===== config.mk =====
export PLATFORM = sky130hd
export DESIGN_NAME = veda_mem_3
export DESIGN_NICKNAME = d
export VERILOG_FILES = /design/src/rtl/veda_mem_3.sv
export SDC_FILE = /design/constraint.sdc
export NUM_CORES = 1
export LEC_CHECK = 0
export BUFFER_PORTS_ARGS = -buffer_cell sky130_fd_sc_hd__buf_4
export CAP_MARGIN = 20
export CORE_MARGIN = 5
export CORE_UTILIZATION = 45
export CTS_CLUSTER_SIZE = 20
export DETAILED_ROUTE_END_ITERATION = 8
export SLEW_MARGIN = 5
export SYNTH_ARGS = -nofsm -noshare
export SYNTH_HDL_FRONTEND = slang
export SYNTH_SLANG_ARGS = --single-unit
export TNS_END_PERCENT = 100

===== constraint.sdc =====
create_clock -name clk -period 8.25 [get_ports clk]
set_clock_uncertainty 0.1 [all_clocks]
set_input_delay 1.65 -clock clk [delete_from_list [all_inputs] [get_ports clk]]
set_output_delay 1.65 -clock clk [all_outputs]
set_load 0.03 [all_outputs]

===== src/rtl/veda_mem_3.sv =====
// veda_mem_3: register-based dual-address scratch memory with read,
// write-with-read, accumulate and two-cycle copy commands, a hardware
// clear sequence after reset, and busy/valid handshake outputs.
module veda_mem_3 #(
    parameter int DATA_W = 8,
    parameter int ADDR_W = 6,
    parameter int DEPTH  = 2**ADDR_W
) (
    input  logic              clk,
    input  logic              rst,
    input  logic              we,
    input  logic [1:0]        Mode,
    input  logic [ADDR_W-1:0] address_a,
    input  logic [ADDR_W-1:0] address_b,
    input  logic [DATA_W-1:0] dataIn,
    output logic [DATA_W-1:0] dataOut,
    output logic              valid,
    output logic              busy
);

    typedef enum logic [1:0] {
        CLEAR = 2'd0,
        IDLE  = 2'd1,
        COPY2 = 2'd2
    } state_t;

    localparam logic [1:0] MODE_READ  = 2'b00;
    localparam logic [1:0] MODE_WRITE = 2'b01;
    localparam logic [1:0] MODE_ACC   = 2'b10;
    localparam logic [1:0] MODE_COPY  = 2'b11;

    // One extra bit so DEPTH itself is representable when DEPTH == 2**ADDR_W.
    localparam logic [ADDR_W:0]   DEPTH_W   = (ADDR_W+1)'(DEPTH);
    localparam logic [ADDR_W-1:0] LAST_WORD = ADDR_W'(DEPTH-1);

    state_t              stateQ;
    logic [ADDR_W-1:0]   clrCntQ;
    logic [DATA_W-1:0]   dataOutQ;
    logic                validQ;
    logic                busyQ;
    logic [ADDR_W-1:0]   copyAddrQ;
    logic [DATA_W-1:0]   copyDataQ;
    logic [DATA_W-1:0]   memQ [DEPTH];

    logic                inRangeAD;
    logic                inRangeBD;
    logic                inRangeCopyD;
    logic [DATA_W-1:0]   wordAD;
    logic [DATA_W-1:0]   wordBD;
    logic [DATA_W-1:0]   sumD;

    // Range-checked word fetches; out-of-range addresses read as zero.
    always_comb begin
        inRangeAD    = ({1'b0, address_a} < DEPTH_W);
        inRangeBD    = ({1'b0, address_b} < DEPTH_W);
        inRangeCopyD = ({1'b0, copyAddrQ} < DEPTH_W);
        wordAD       = '0;
        wordBD       = '0;
        if (inRangeAD) wordAD = memQ[address_a];
        if (inRangeBD) wordBD = memQ[address_b];
        sumD         = wordAD + dataIn;
    end

    // Control FSM, registered outputs and storage writes; reset leaves the array untouched.
    always_ff @(posedge clk) begin
        if (!rst) begin
            stateQ   <= CLEAR;
            clrCntQ  <= '0;
            dataOutQ <= '0;
            validQ   <= 1'b0;
            busyQ    <= 1'b1;
        end else begin
            validQ <= 1'b0;
            case (stateQ)
                CLEAR: begin
                    memQ[clrCntQ] <= '0;
                    clrCntQ       <= clrCntQ + 1'b1;
                    if (clrCntQ == LAST_WORD) begin
                        stateQ <= IDLE;
                        busyQ  <= 1'b0;
                    end
                end
                IDLE: begin
                    case (Mode)
                        MODE_READ: begin
                            dataOutQ <= wordBD;
                            validQ   <= 1'b1;
                        end
                        MODE_WRITE: begin
                            dataOutQ <= wordBD;
                            validQ   <= 1'b1;
                            if (we && inRangeAD) memQ[address_a] <= dataIn;
                        end
                        MODE_ACC: begin
                            if (we) begin
                                dataOutQ <= sumD;
                                validQ   <= 1'b1;
                                if (inRangeAD) memQ[address_a] <= sumD;
                            end
                        end
                        MODE_COPY: begin
                            if (we) begin
                                copyDataQ <= wordBD;
                                copyAddrQ <= address_a;
                                stateQ    <= COPY2;
                                busyQ     <= 1'b1;
                            end
                        end
                        default: ;
                    endcase
                end
                COPY2: begin
                    if (inRangeCopyD) memQ[copyAddrQ] <= copyDataQ;
                    dataOutQ <= copyDataQ;
                    validQ   <= 1'b1;
                    stateQ   <= IDLE;
                    busyQ    <= 1'b0;
                end
                default: begin
                    stateQ  <= CLEAR;
                    clrCntQ <= '0;
                    busyQ   <= 1'b1;
                end
            endcase
        end
    end

    assign dataOut = dataOutQ;
    assign valid   = validQ;
    assign busy    = busyQ;

endmodule


Yosys cells after proc, flatten, opt, wreduce, memory -nomap -nowiden
Memories as Yosys holds them, arrays and structs flattened.
Index checks and enable logic that the tools add are counted.
{ "totals": {"register_bits": 32, "mem_bits_rw": 512, "latch_bits": 0, "memories": 1, "inputBits": 25, "mem_bits_ro": 0, "word_cells": 68} }
{ "classes": {"muxes": 36, "n_addsub": 2, "magnitude_cmp": 0, "n_div": 0, "mul": 0, "n_bitwise": 1, "eq_ne": 11, "n_reduce_logical": 10, "shift": 0} }
{ "mem_list": {"columns": ["name", "words", "width", "read_ports", "rd_clocked_by_memory_dff", "wr", "line", "text"], "rows": [
  ["memQ", 64, 8, 2, 0, 1, "43", "logic [DATA_W-1:0] memQ [DEPTH];"]
]} }
{ "ops": {"columns": ["operator", "n"], "rows": [
  ["two-way mux 8 bit", 4],
  ["case mux 8 bit (2 select lines)", 2],
  ["two-way mux 1 bit", 20],
  ["OR reduction 8 bit", 2],
  ["two-way mux 6 bit", 2],
  ["case mux 6 bit (2 select lines)", 1],
  ["adder 8 bit", 1],
  ["adder 6 x 1 -> 6 bit (second input constant)", 1],
  ["equality test 2 bit (second input constant)", 3],
  ["equality test 6 bit (second input constant)", 1],
  ["two-way mux 2 bit", 3],
  ["inequality test 2 bit (second input constant)", 3],
  ["case mux 2 bit (3 select lines)", 1],
  ["AND reduction 3 bit", 2],
  ["equality test 2 x 1 -> 1 bit (second input constant)", 2],
  ["zero test 2 bit", 2],
  ["case mux 1 bit (2 select lines)", 2],
  ["AND reduction 4 bit", 1],
  ["OR reduction 2 bit", 2],
  ["inequality test 3 x 2 -> 1 bit (second input constant)", 1],
  ["inequality test 3 bit (second input constant)", 1],
  ["case mux 1 bit (3 select lines)", 1],
  ["nonzero test 2 bit", 1],
  ["bitwise OR 1 bit", 1]
]} }

Longest topological paths before layout
Gate-level depths: netlist of run 1.
{ "logic_depth": {"ltp_word": 9, "depth_mapped": 17} }

Worst setup path before layout of run 1
OpenSTA, ideal clock, no wires.
{ "synth_timing": {"kind": "input port to flip-flop", "from": "input address_a[1]", "to": "memory memQ[0][6], data pin", "t_required_ns": 7.448, "path_stages": 17, "path_buffers": 5, "path_slack_ns": -0.486, "arrival_time_ns": 7.934, "path_cell_list": "buf_2 > buf_4 > buf_2 > buf_2 > buf_2 > mux4_2 > mux4_2 > mux4_2 > ha_1 > fa_1 > a21o_1 > a21oi_1 > o21bai_1 > a21oi_1 > xor2_1 > o31a_1 > o21ai_0"} }
{ "synth_via": {"elab_chain_cells": 5} }
{ "synth_rtl": {"columns": ["item", "line", "text"], "rows": [
  ["start, declared", "13", "input logic [ADDR_W-1:0] address_a,"],
  ["memory (64 x 8 bit)", null, null],
  ["adder 8 bit", "61", "sumD = wordAD + dataIn;"],
  ["two-way mux 8 bit (no source line) (3 in series)", null, null],
  ["end, declared", "43", null]
]} }
No other way between the ends.

Worst setup path after layout of run 1
{ "layout_timing": {"from": "input address_a[0]", "to": "memory memQ[20][6], data pin"} }
The elaborated chain is that of the path after synthesis.

==> run summary, run 1 <==
synthesized cell area = 25800 um^2
GRT Util Overall = 22.5%
Max clock buf depth = 3
GRT met3 Usage = 3.85%
setup TNS = 0 ns
Post-Synth XOR/XNOR Area = 0.272%
GR Overflow Total = 0
synth warn = 0
Post-synth EDFFs = 526
CTS H-tree depth = 2
Compound-Gate Fraction of Synth Area = 1.90%
final hold viol count = 0
CP bufs+invs = 3
Worst path max stage delay = 0.55 ns
Synth Register Bits = 544
post-route antenna net violation count = 0
Synthesized Nets = 1316
RD Place Congestion = 0.869
Hold Path Class = flip-flop to flip-flop
critical path's slowest cell = buf_4
Buffers on Ports = 34
post-layout util = 51.5%
Avg Cell Area, Syn = 20.1 um^2
DP HPWL = 44900 um
share of cells above drive strength 1 = 37.7%
largest net degree at the start of global routing = 65
IO Count = 35
CTS Sinks = 544
sequential fraction of the synthesis area = 62.7%
Initial Util = 45.5%
crit path launch type = primary input
busiest layer in global routing = met2
P_leak = 0.00967 uW
Max FO, Critical Path = 64
Post-CTS Setup Bufs = 0
Worst EP arrival = 6.57 ns
fin nets = 1406
cts repair resizes = 0
met1 usage = 33.4%
Via Count = 14000
asr flop ratio synth = 0%
clock latency on the worst-skew pair = 0.62 ns
Cell Chain, Critical Path = clkbuf_8, buf_4, mux4_2, mux4_2, mux4_2, ha_1, fa_1, a21o_1, a21oi_1, o21bai_1, a21oi_1, xor2_1, o31a_1, o21ai_4, buf_4
Max-cap violations = 0
overall die width = 249 um
Post-CTS Hold Fix Bufs = 0
fillers = 4456
Comb power frac = 12.9%
Tmin final = 6.36 ns
sequential share of power = 48.6%
Routed WL = 70100 um
die height = 249 um
max_slew headroom = 22.3%
unrepaired setup endpoints after global routing = false
internal power = 4910 uW
crit-path leading delay family = multiplexers
wire length per cell = 32.4 um
area delta synth->final = 13.2%
Least-Margin Pin Slew = 1.16 ns
Remaining DRCs = 0
core footprint = 56600 um^2
initial antenna violation count = 1
cts bufs inserted = 55
Fmax = 157 MHz
max-slew violation count = 0
synthesized instance count = 1279
Clock Power Share = 38.5%
Final Power = 6470 uW
initial DRC count = 1642
Worst-path clk slew = 0.06 ns
simple-gate share of the synthesized area = 3.41%
status = finished, final reports clean
sw frac = 24.1%
number of global-route vias before repair = 14100
CTS tree = yes
WHS = 0.364 ns
Vias/cell = 6.44
WP data required = 8.46 ns
most used cell, CP = mux4_2
row cnt = 87
Initial DRT Pass Iterations = 5
die area = 62100 um^2
GR Util met2 = 35.2%
crit path kind = primary input to flip-flop
pwr/cell area = 222 nW/um^2
Synth Flop Type = edfxtp_1
share of the clock period used by the worst path = 77.1%
Peak VDD IR = 0.151 mV
Worst setup EP type = flip-flop
adder-cell share of the synthesized area = 0.612%
Psw = 1560 uW
Root Driver = clkbuf_16
most frequent cells in the layout = edfxtp_1 (526), mux4_2 (328), buf_4 (103)
commonest non-fill, non-tap cell in the layout = edfxtp_1
first-pass GRT wire length = 102000 um
mux share of post-synthesis cell area = 29.4%
post-synthesis cell type count = 51
largest family of logic cells by synthesized area = multiplexers
Final setup viols = 0
## metal layers
metal	part of all wire [%]	vias to the layer above
met3	8.8	99
met4	2.5	0
met5	0	-
met2	47	692
met1	41	7478
li1	-	5689
## registers in the layout, indices dropped and copies added, names as in the netlist
register   cells
memQ         512
copyDataQ      8
clrCntQ        6
valid          1
stateQ         2
busy           1
copyAddrQ      6
dataOut        8
## power by group through the flow
stage | Clock, uW | Sequential (uW) | Combinational, uW
finish | 2490 | 3140 | 836
global route | 2640 | 3150 | 888
CTS | 2530 | 3140 | 832
detailed placement | 0 | 3200 | 830
global placement | 0 | 3200 | 812
floorplan | 0 | 3230 | 509
## cell usage after synthesis (7+ instances only)
library cell / instances / area [um^2]
nand2_1: 48 / 180
clkbuf_1: 32 / 120
nor2_1: 87 / 327
a21oi_1: 14 / 70.1
nor2b_1: 8 / 50.1
buf_2: 37 / 185
dfxtp_1: 18 / 360
ha_1: 11 / 138
mux4_2: 328 / 7390
edfxtp_1: 526 / 15800
mux2i_1: 17 / 170
nand3_1: 11 / 55.1
buf_1: 12 / 45.0
o21ai_0: 27 / 135
inv_1: 9 / 33.8
o211ai_1: 8 / 60.1
nand2b_1: 7 / 43.8
## stage by stage
stage / instance area [um^2] / worst slack, ns / instances
final: 29200 / 1.89 / 2166
after global routing: 29200 / 1.59 / 2165
after CTS: 29000 / 1.57 / 2155
after detailed placement: 27300 / 0.960 / 2058
after global placement: 27100 / 1.08 / 2042
after floorplan: 25800 / 0.147 / 1279
## cells by family (layout without fill, tap and decap cells)
| family | count (synthesis) | after routing |
|---|---|---|
| AO/OA/AOI/OAI | 78 | 78 |
| XOR/XNOR | 8 | 8 |
| adder cells (fa/ha/maj) | 12 | 12 |
| buffers and inverters | 97 | 227 |
| flip-flops | 544 | 544 |
| multiplexers | 346 | 346 |
| other | 0 | 1 |
| AND/OR/NAND/NOR | 194 | 194 |
## path summary, 6_finish.rpt
path                start          end  slack, ns  cells after the start
max          address_a[0]  memQ[20][6]       1.89                     15
min                  busy         busy       0.36                      1
max reg2reg   memQ[51][0]  memQ[20][6]       3.46                     13
min reg2reg          busy         busy       0.36                      1
## layout make-up
class                   instances  area, um^2  share of cell area (%)
well taps                     756         946                    3.24
diodes                          1        2.50                 0.00858
clock buffers                  74        1490                    5.11
clock inverters                23         275                   0.944
multi-input cells             638        9250                    31.7
inverters                       9        33.8                   0.116
repair buffers                121         998                    3.42
flip-flops and latches        544       16200                    55.4
No activity file was read; power rests on OpenSTA's default activity.
==> run 2, diff against run 1 <==
==> constraint.sdc (replaced) <==
create_clock -name clk -period 5.38 [get_ports clk]
set_clock_uncertainty 0.1 [all_clocks]
set_input_delay 1.076 -clock clk [delete_from_list [all_inputs] [get_ports clk]]
set_output_delay 1.076 -clock clk [all_outputs]
set_load 0.03 [all_outputs]
==> run summary, run 2 (synthesized netlist as in run 1, its figures left out) <==
largest net degree at the start of global routing = 65
area delta synth->final = 15.8%
Hold Path Class = flip-flop to flip-flop
Final setup viols = 0
WHS = 0.359 ns
GR Overflow Total = 0
Vias/cell = 6.38
Buffers on Ports = 34
Remaining DRCs = 0
fin nets = 1458
initial antenna violation count = 2
die area = 62100 um^2
wire length per cell = 32.1 um
Root Driver = clkbuf_16
Worst-path clk slew = 0.06 ns
CTS H-tree depth = 2
Max-cap violations = 0
FF-to-FF Start = memQ[51][0]
reg-to-reg slack, setup = 1.03 ns
min-delay src = busy
worst setup margin = 0.506 ns
crit path kind = primary input to flip-flop
P_leak = 0.0100 uW
most frequent cells in the layout = edfxtp_1 (526), mux4_2 (328), buf_4 (145)
commonest non-fill, non-tap cell in the layout = edfxtp_1
hold depth = 1
CTS tree = yes
max reg flops = 512
Post-CTS Hold Fix Bufs = 0
WP data required = 5.72 ns
first-pass GRT wire length = 103000 um
Via Count = 14200
Biggest register = memQ
crit path launch type = primary input
setup TNS = 0 ns
Fmax = 205 MHz
Peak VDD IR = 0.235 mV
GRT Util Overall = 22.8%
cts bufs inserted = 56
pwr/cell area = 338 nW/um^2
Initial Util = 45.5%
unrepaired setup endpoints after global routing = false
core footprint = 56600 um^2
Least-Margin Pin Slew = 0.958 ns
reg2reg path depth = 13
Routed WL = 71200 um
Worst setup EP type = flip-flop
Post-CTS Setup Bufs = 0
IO Count = 35
overall die width = 249 um
row cnt = 87
reg2reg end = memQ[46][6]
CTS Sinks = 544
Placement Setup Slack = -0.0557 ns
share of cells above drive strength 1 = 41.1%
Max clock buf depth = 3
Initial DRT Pass Iterations = 7
WHS Endpoint = busy
max-slew violation count = 0
Non-Filler Instances = 2219
clock latency on the worst-skew pair = 0.61 ns
initial DRC count = 1504
post-layout util = 52.7%
max_slew headroom = 36.1%
die height = 249 um
post-route antenna net violation count = 0
cts repair resizes = 0
Tmin final = 4.87 ns
number of global-route vias before repair = 14500
status = finished, final reports clean
share of the clock period used by the worst path = 90.6%
placed insts = 2119
final hold viol count = 0
DP HPWL = 46200 um
RD Place Congestion = 0.872
Worst EP arrival = 5.21 ns
Max FO, Critical Path = 32
==> run 2: cell types whose count changed in the layout (fill, tap and decap cells not counted), sizes merged <==
cell / delta
diode: +1
clkbuf: -2
clkinvlp: +3
buf: +51
==> run 2: worst max path at each step <==
stage | end | cells after the start | slack, ns | start
after floorplan | memQ[0][6] | 17 | -0.13 | address_a[1]
after global placement | memQ[58][6] | 15 | 0.004 | address_a[0]
after detailed placement | memQ[54][6] | 15 | -0.06 | address_a[0]
after CTS | memQ[43][6] | 15 | 0.56 | address_a[0]
after global routing | dataOut[7] | 14 | 0.39 | address_a[0]
final | memQ[46][6] | 15 | 0.51 | address_a[0]
==> run 2: critical path, stage by stage <==
cell,delay (ns)
clkbuf_8,0.19
buf_12,0.20
mux4_2,0.51
mux4_2,0.57
mux4_2,0.55
ha_4,0.19
fa_2,0.37
a21o_1,0.17
a21oi_2,0.14
o21bai_1,0.08
a21oi_1,0.16
xor2_1,0.12
o31a_1,0.33
o21ai_4,0.28
buf_12,0.21
==> run 2: metal layers <==
| layer | GRT usage (%) | wire [um] | up-vias |
|---|---|---|---|
| met5 | 0 | 12 | - |
| met4 | 5.60 | 1480 | 2 |
| met3 | 5.85 | 6360 | 85 |
| met2 | 37.5 | 35200 | 654 |
| met1 | 31.1 | 28200 | 7604 |
| li1 | - | - | 5808 |
==> run 2: per-stage QoR <==
stage | total power (uW) | instance area [um^2]
floorplan | 5760 | 26100
global placement | 6220 | 28000
detailed placement | 6240 | 28000
CTS | 10100 | 29800
global route | 10400 | 29800
finish | 10100 | 29800
==> run 2: final cells by class <==
cell class / instances / area (um^2)
Sequential cell: 544 / 16200
Multi-Input combinational cell: 638 / 9270
Antenna cell: 2 / 5.00
Inverter: 9 / 33.8
Clock buffer: 72 / 1520
Tap cell: 756 / 946
Clock inverter: 26 / 308
Timing Repair Buffer: 172 / 1600
Fill cell: 4428 / 26800
==> run 2: report_power, final <==
part           internal, uW  switching, uW  leakage [uW]
registers              4760           58.0       0.00540
clock network          2320           1600      0.000897
logic                   545            801       0.00375
total                  7620           2450        0.0100
